[src/rtl/reg_dump_controller.sv]
// Register-file dump sequencer: borrows read port 1, streams every register LSB-first
// as bytes to the TX wrapper, and holds the pipeline stalled while it does so.
module reg_dump_controller #(
    parameter int DATA_W   = 32,
    parameter int ADDR_W   = 5,
    parameter int NUM_REGS = 32,
    parameter int RD_LAT   = 1
) (
    input  logic              clk,
    input  logic              reset,
    input  logic              start,
    input  logic [ADDR_W-1:0] cpu_rd_addr1,
    output logic [ADDR_W-1:0] rf_rd_addr1,
    input  logic [DATA_W-1:0] rf_rd_data1,
    output logic              stall,
    output logic [7:0]        tx_data,
    output logic              tx_valid,
    input  logic              tx_ready,
    output logic              busy,
    output logic              done
);

    localparam int BYTES  = DATA_W / 8;
    localparam int BCNT_W = (BYTES > 1) ? $clog2(BYTES) : 1;
    localparam logic [BCNT_W-1:0] LAST_BYTE = BCNT_W'(BYTES - 1);
    localparam logic [ADDR_W-1:0] LAST_REG  = ADDR_W'(NUM_REGS - 1);
    localparam logic [1:0]        LAST_WAIT = 2'(RD_LAT - 1);

    typedef enum logic [2:0] {
        S_IDLE = 3'd0,
        S_ADDR = 3'd1,
        S_WAIT = 3'd2,
        S_SEND = 3'd3,
        S_FIN  = 3'd4
    } state_e;

    state_e              state_q, state_d;
    logic [ADDR_W-1:0]   reg_cnt_q, reg_cnt_d;
    logic [BCNT_W-1:0]   byte_cnt_q, byte_cnt_d;
    logic [1:0]          wait_cnt_q, wait_cnt_d;
    logic [DATA_W-1:0]   shift_q, shift_d;
    logic                busy_q, busy_d;
    logic                tx_valid_q, tx_valid_d;
    logic [7:0]          tx_data_q, tx_data_d;
    logic                done_q, done_d;

    // Next-state logic; outputs are decoded from the next state so they can be registered.
    always_comb begin
        state_d    = state_q;
        reg_cnt_d  = reg_cnt_q;
        byte_cnt_d = byte_cnt_q;
        wait_cnt_d = wait_cnt_q;
        shift_d    = shift_q;
        case (state_q)
            S_IDLE: begin
                if (start) begin
                    state_d   = S_ADDR;
                    reg_cnt_d = '0;
                end else begin
                    state_d = S_IDLE;
                end
            end
            S_ADDR: begin
                state_d    = S_WAIT;
                wait_cnt_d = 2'd0;
            end
            S_WAIT: begin
                if (wait_cnt_q == LAST_WAIT) begin
                    shift_d    = rf_rd_data1;
                    byte_cnt_d = '0;
                    state_d    = S_SEND;
                end else begin
                    wait_cnt_d = wait_cnt_q + 2'd1;
                end
            end
            S_SEND: begin
                if (tx_valid_q && tx_ready) begin
                    shift_d    = shift_q >> 8;
                    byte_cnt_d = byte_cnt_q + BCNT_W'(1);
                    if (byte_cnt_q == LAST_BYTE) begin
                        if (reg_cnt_q < LAST_REG) begin
                            reg_cnt_d = reg_cnt_q + ADDR_W'(1);
                            state_d   = S_ADDR;
                        end else begin
                            state_d = S_FIN;
                        end
                    end else begin
                        state_d = S_SEND;
                    end
                end else begin
                    state_d = S_SEND;
                end
            end
            S_FIN: begin
                // start is deliberately not looked at here
                state_d = S_IDLE;
            end
            default: begin
                state_d = S_IDLE;
            end
        endcase

        busy_d     = (state_d == S_ADDR) || (state_d == S_WAIT) || (state_d == S_SEND);
        tx_valid_d = (state_d == S_SEND);
        tx_data_d  = tx_valid_d ? shift_d[7:0] : 8'h00;
        done_d     = (state_d == S_FIN);
    end

    // State and output registers with synchronous active-low reset.
    always_ff @(posedge clk) begin
        if (!reset) begin
            state_q    <= S_IDLE;
            reg_cnt_q  <= '0;
            byte_cnt_q <= '0;
            wait_cnt_q <= 2'd0;
            shift_q    <= '0;
            busy_q     <= 1'b0;
            tx_valid_q <= 1'b0;
            tx_data_q  <= 8'h00;
            done_q     <= 1'b0;
        end else begin
            state_q    <= state_d;
            reg_cnt_q  <= reg_cnt_d;
            byte_cnt_q <= byte_cnt_d;
            wait_cnt_q <= wait_cnt_d;
            shift_q    <= shift_d;
            busy_q     <= busy_d;
            tx_valid_q <= tx_valid_d;
            tx_data_q  <= tx_data_d;
            done_q     <= done_d;
        end
    end

    // Pipeline owns the read port only while idle.
    always_comb begin
        if (state_q == S_IDLE) begin
            rf_rd_addr1 = cpu_rd_addr1;
        end else begin
            rf_rd_addr1 = reg_cnt_q;
        end
    end

    assign busy     = busy_q;
    assign stall    = busy_q;
    assign tx_valid = tx_valid_q;
    assign tx_data  = tx_data_q;
    assign done     = done_q;

endmodule
[config.mk]
export PLATFORM = sky130hd
export DESIGN_NAME = reg_dump_controller
export DESIGN_NICKNAME = d
export VERILOG_FILES = /design/src/rtl/reg_dump_controller.sv
export SDC_FILE = /design/constraint.sdc
export NUM_CORES = 1
export LEC_CHECK = 0
export BUFFER_PORTS_ARGS = -buffer_cell sky130_fd_sc_hd__buf_4
export CORE_MARGIN = 1.5
export CORE_UTILIZATION = 51
export DETAILED_ROUTE_END_ITERATION = 8
export PLACE_DENSITY_LB_ADDON = 0.3
export SLEW_MARGIN = 30
export SYNTH_ARGS = -nofsm -noshare
export SYNTH_HDL_FRONTEND = slang
export SYNTH_SLANG_ARGS = --single-unit
[constraint.sdc]
create_clock -name clk -period 2.2 [get_ports clk]
set_input_delay 0.44 -clock clk [delete_from_list [all_inputs] [get_ports clk]]
set_output_delay 0.44 -clock clk [all_outputs]
set_load 0.01 [all_outputs]
# Word level (Yosys, flattened, before mapping)
# Index checks and enable logic that the tools add are counted.
dict set report op_classes {
  reduce_logical 12
  muxes 20
  add_sub_neg 3
  n_eq_ne 14
  order_cmp 1
}
# op n
set op_table {}
lappend op_table {{two-way mux 32 bit} 2}
lappend op_table {{one-hot mux 32 bit (2 select lines)} 1}
lappend op_table {{two-way mux 5 bit} 5}
lappend op_table {{== test 3 x 2 -> 1 bit (second input constant)} 4}
lappend op_table {{two-way mux 3 bit} 4}
lappend op_table {{inequality test 2 bit (second input constant)} 6}
lappend op_table {{one-hot mux 3 bit (4 select lines)} 1}
lappend op_table {{one-hot mux 5 bit (2 select lines)} 1}
lappend op_table {{one-hot mux 2 bit (2 select lines)} 2}
lappend op_table {{== test 3 x 1 -> 1 bit (second input constant)} 2}
lappend op_table {{two-way mux 2 bit} 3}
lappend op_table {{nonzero test 2 bit} 3}
lappend op_table {{adder 5 x 1 -> 5 bit (second input constant)} 1}
lappend op_table {{less-than comparator 5 bit (second input constant)} 1}
lappend op_table {{AND reduction 5 bit} 1}
lappend op_table {{adder 2 x 1 -> 2 bit (second input constant)} 2}
lappend op_table {{AND reduction 2 bit} 2}
lappend op_table {{== test 3 bit (second input constant)} 1}
lappend op_table {{logical NOT 3 bit} 1}
lappend op_table {{AND reduction 3 bit} 1}
lappend op_table {{== test 2 bit (second input constant)} 1}
lappend op_table {{logical NOT 2 bit} 1}
lappend op_table {{logical OR 1 bit} 2}
lappend op_table {{logical AND 1 bit} 1}
lappend op_table {{two-way mux 1 bit} 1}
dict set report totals {
  ff_bits 55
  inputBits 41
  wordCells 60
  output_inout_bits 17
}

# Depth between registers and ports, before layout
dict set report depth {
  ltp_word 8
  ltp_mapped 7
  ltp_nobuf 6
}

# Worst setup path before layout
# No wires, ideal clock.
dict set report synth_path {
  path_kind {register to output}
  start {reg state_q[0]}
  end {out rf_rd_addr1[0]}
  slack_ns 0.534
  n_path_buf 1
  path_stages_with_launch 4
  t_arrival_ns 1.226
  required_time_ns 1.760
  path_cell_list {dfxtp_1 > buf_4 > nor3_2 > mux2_2}
}
dict set report synth_between {
  elab_chain_cells 2
}
# element line
set synth_lines {}
lappend synth_lines {{start, declared} 37} ;# state_e state_q, state_d;
lappend synth_lines {{start signal, assigned} 122} ;# state_q <= state_d;
lappend synth_lines {{logical NOT 3 bit} 136} ;# if (state_q == S_IDLE) begin
lappend synth_lines {{two-way mux 5 bit} 136}
lappend synth_lines {{end, declared} 13} ;# output logic [ADDR_W-1:0] rf_rd_addr1,
# No other way between the ends.

# Worst setup path after layout
dict set report layout_path {
  start {reg state_q[1]}
  end {out rf_rd_addr1[0]}
}
# The elaborated chain is that of the path after synthesis.

==> impl_metrics.toml <==
[run_status]
outcome = "finished clean"

[yosys]
synth_area_per_cell_um2 = 9.77
synth-seq-cells = 55
synth_compound_area_share_pct = 21.4
seq_area_frac_synth_pct = 51.3
synthSimpleGateAreaFrac_pct = 17.9
synth.area.top_cells = "dfxtp_1 (51%), a222oi_1 (11%), nor2_1 (8.7%), a22oi_1 (3.8%), mux2_2 (3.1%)"
synth_mux_area_share_pct = 3.15
synthArstFlopShare_pct = 0
synth_edf_count = 0
synthCells = 220
yosysTopAreaCell = "dfxtp_1"
ys_types = 35
yosys.area_share.xor_xnor_pct = 0
synthesis.area_um2 = 2150
synth-main-ff-cell = "dfxtp_1"
yosysTopAreaCellShare_pct = 51.3
yosys_warnings = 0
synthesis.nets = 264
synth_top_family_by_area = "compound AO/OA/AOI/OAI gates"
synth_fa_ha_area_share_pct = 1.75

[detailed_routing]
num_vias = 1933
wire_per_inst_um = 14.8
wl_um = 4850
viasPerCell = 5.89
drt-initial-drc-count = 203
detail_route.first_pass.iterations = 8
drc = 0
ant_nets = 0

[clock_tree]
cts.path.max_buffers = 2
post_cts_resized = 0
post-cts-setup-buffers = 0
cts-root-buf = "clkbuf_8"
clk_pin_slew_ns = 0.10
cts_buffers = 5
cts_sinks = 55
htreeDepth = 2
hold_buffers = 0
clk_latency_ns = 0.31
cts_tree = "yes"

[setup_path]
required_ns = 1.76
start_kind = "flip-flop"
cp_max_fo = 10
cp.arrival_ns = 1.62
critPathKind = "reg2out"
worstSetupEndpointType = "output port"

[global_routing]
grt_use_total_pct = 20.9
grt_first_pass_wirelength_um = 7330
grt_max_degree = 41
antenna_found_initial = 0
grt_pass1_vias = 1618
grt.overflow.total = 0

[pwr]
sequentialPowerShare_pct = 55.7
p_sw_share_pct = 26.2
vdd_drop_max_uv = 555
power_uw = 1920
p_comb_share_pct = 14.6
clock_power_share_pct = 29.7
p_leak_uw = 0.00113
p_switching_uw = 501
internal_power_uw = 1410
p_per_area_nw_per_um2 = 701

[sta]
fin_skew_ns = 0.00697
post-route-period-util_pct = 93.4
tightest_slew_ns = 0.763
rsz0062_at_grt = "false"
fin_crit_ns = 2.06
hold_violations = 0
tns_ns = 0
drv_slew = 0
fmax_mhz = 486
slew-limit-headroom_pct = 48.9
setup_viol = 0

[floorplan]
io-pin-count = 58
die_area_um2 = 4610
rows = 23
fp.dieH_um = 67.9
start_util_pct = 53.3
die_x_um = 67.9
design.core.area_um2 = 4030

[flow_run]
cap_violations = 0

[cells_and_area]
area_growth_pct = 27.2
nets = 321
final_cell_area_um2 = 2730
finalNonFillerCells = 328
num_antenna_cells = 0
drive_above_1_share_pct = 30.9
final_core_util_pct = 67.8

[place]
dp_hpwl_um = 3370
port_buffers = 57
routabilityCongestion = 0.871
dp_cells = 320
dpl_cell_area_um2 = 2630

[min_path]
min_path_type = "in2reg"
[registers in the layout (all words and copies together), names as in the netlist]
name	count
shift_q	32
state_q	3
busy	1
wait_cnt_q	2
done	1
byte_cnt_q	2
reg_cnt_q	5
tx_data	8
tx_valid	1
[critical path, stage by stage (launching register included)]
cell and delay [ns]:
dfxtp_1 0.44, nor3_4 0.35, mux2_2 0.37, buf_4 0.14
[cell usage in the layout (no fill, tap or decap), types with 2 or more instances in the layout]
master    count
nand3_1       5
a22oi_1      11
nand2_1       5
or4_1         3
buf_4        65
dfxtp_1      55
nor2b_1       2
clkbuf_8      5
and3_1        3
o31ai_1       3
and2_1        2
o211ai_1      2
or3_1         2
ha_1          3
nor3_1        3
a222oi_1     24
mux2_2        6
nor2_1       50
inv_1         5
a21oi_1       6
[per-stage QoR]
step | hold slack [ns] | setup WS, ns
floorplan | 0.466 | 0.534
global placement | 0.479 | 0.0274
detailed placement | 0.490 | 0.298
CTS | 0.358 | 0.0359
global route | 0.355 | 0.0527
finish | 0.365 | 0.144
[cells by family (layout without fill, tap and decap cells)]
family                     Yosys count  count (layout)
AOI/OAI and AO/OA                   54              54
muxes                                6               6
and+or+nand+nor                     82              82
adders and majority gates            3               3
DFF                                 55              55
buffers and inverters               20              78
[per-layer routing]
| layer | wire (µm) | GRT usage (%) |
|---|---|---|
| met1 | 2200 | 28.1 |
| met2 | 2310 | 32.2 |
| met3 | 249 | 4.61 |
| met4 | 89 | 9.25 |
| met5 | 0 | 0 |
[cells in the mapped netlist, drive strengths merged (2+ instances only)]
master and count:
nor2b 2, o211ai 2, or4 3, nor2 50, nand2 6, ha 3, and3 3, dfxtp 55
inv 5, a21oi 6, a222oi 24, buf 11, a22oi 11, nand3 6, mux2 6, or3 2
nor3 5, o21ai 2, o31ai 3, clkbuf 4, and2 2
[worst paths after layout]
kind	start	slack (ns)	to	cells past startpoint
max	state_q[1]	0.14	rf_rd_addr1[0]	3
min	rf_rd_data1[29]	0.36	shift_q[29]	3
max reg2reg	wait_cnt_q[1]	0.26	tx_data[4]	6
min reg2reg	shift_q[22]	0.51	shift_q[14]	2
[power groups by stage]
stage / logic [µW] / registers [µW] / clock network, µW
4_1_cts: 279 / 1070 / 583
3_5_place_dp: 278 / 1090 / 0
2_1_floorplan: 174 / 1080 / 0
3_3_place_gp: 270 / 1090 / 0
5_1_grt: 304 / 1070 / 625
6_report: 280 / 1070 / 568
[layout make-up]
cell class | count | area [µm²]
well taps | 50 | 62.6
clock buffers | 5 | 68.8
inverters | 5 | 18.8
flip-flops and latches | 55 | 1100
fillers | 343 | 1300
clock inverters | 3 | 23.8
repair buffers | 65 | 488
multi-input cells | 145 | 970
No activity file was read; power rests on OpenSTA's default activity.
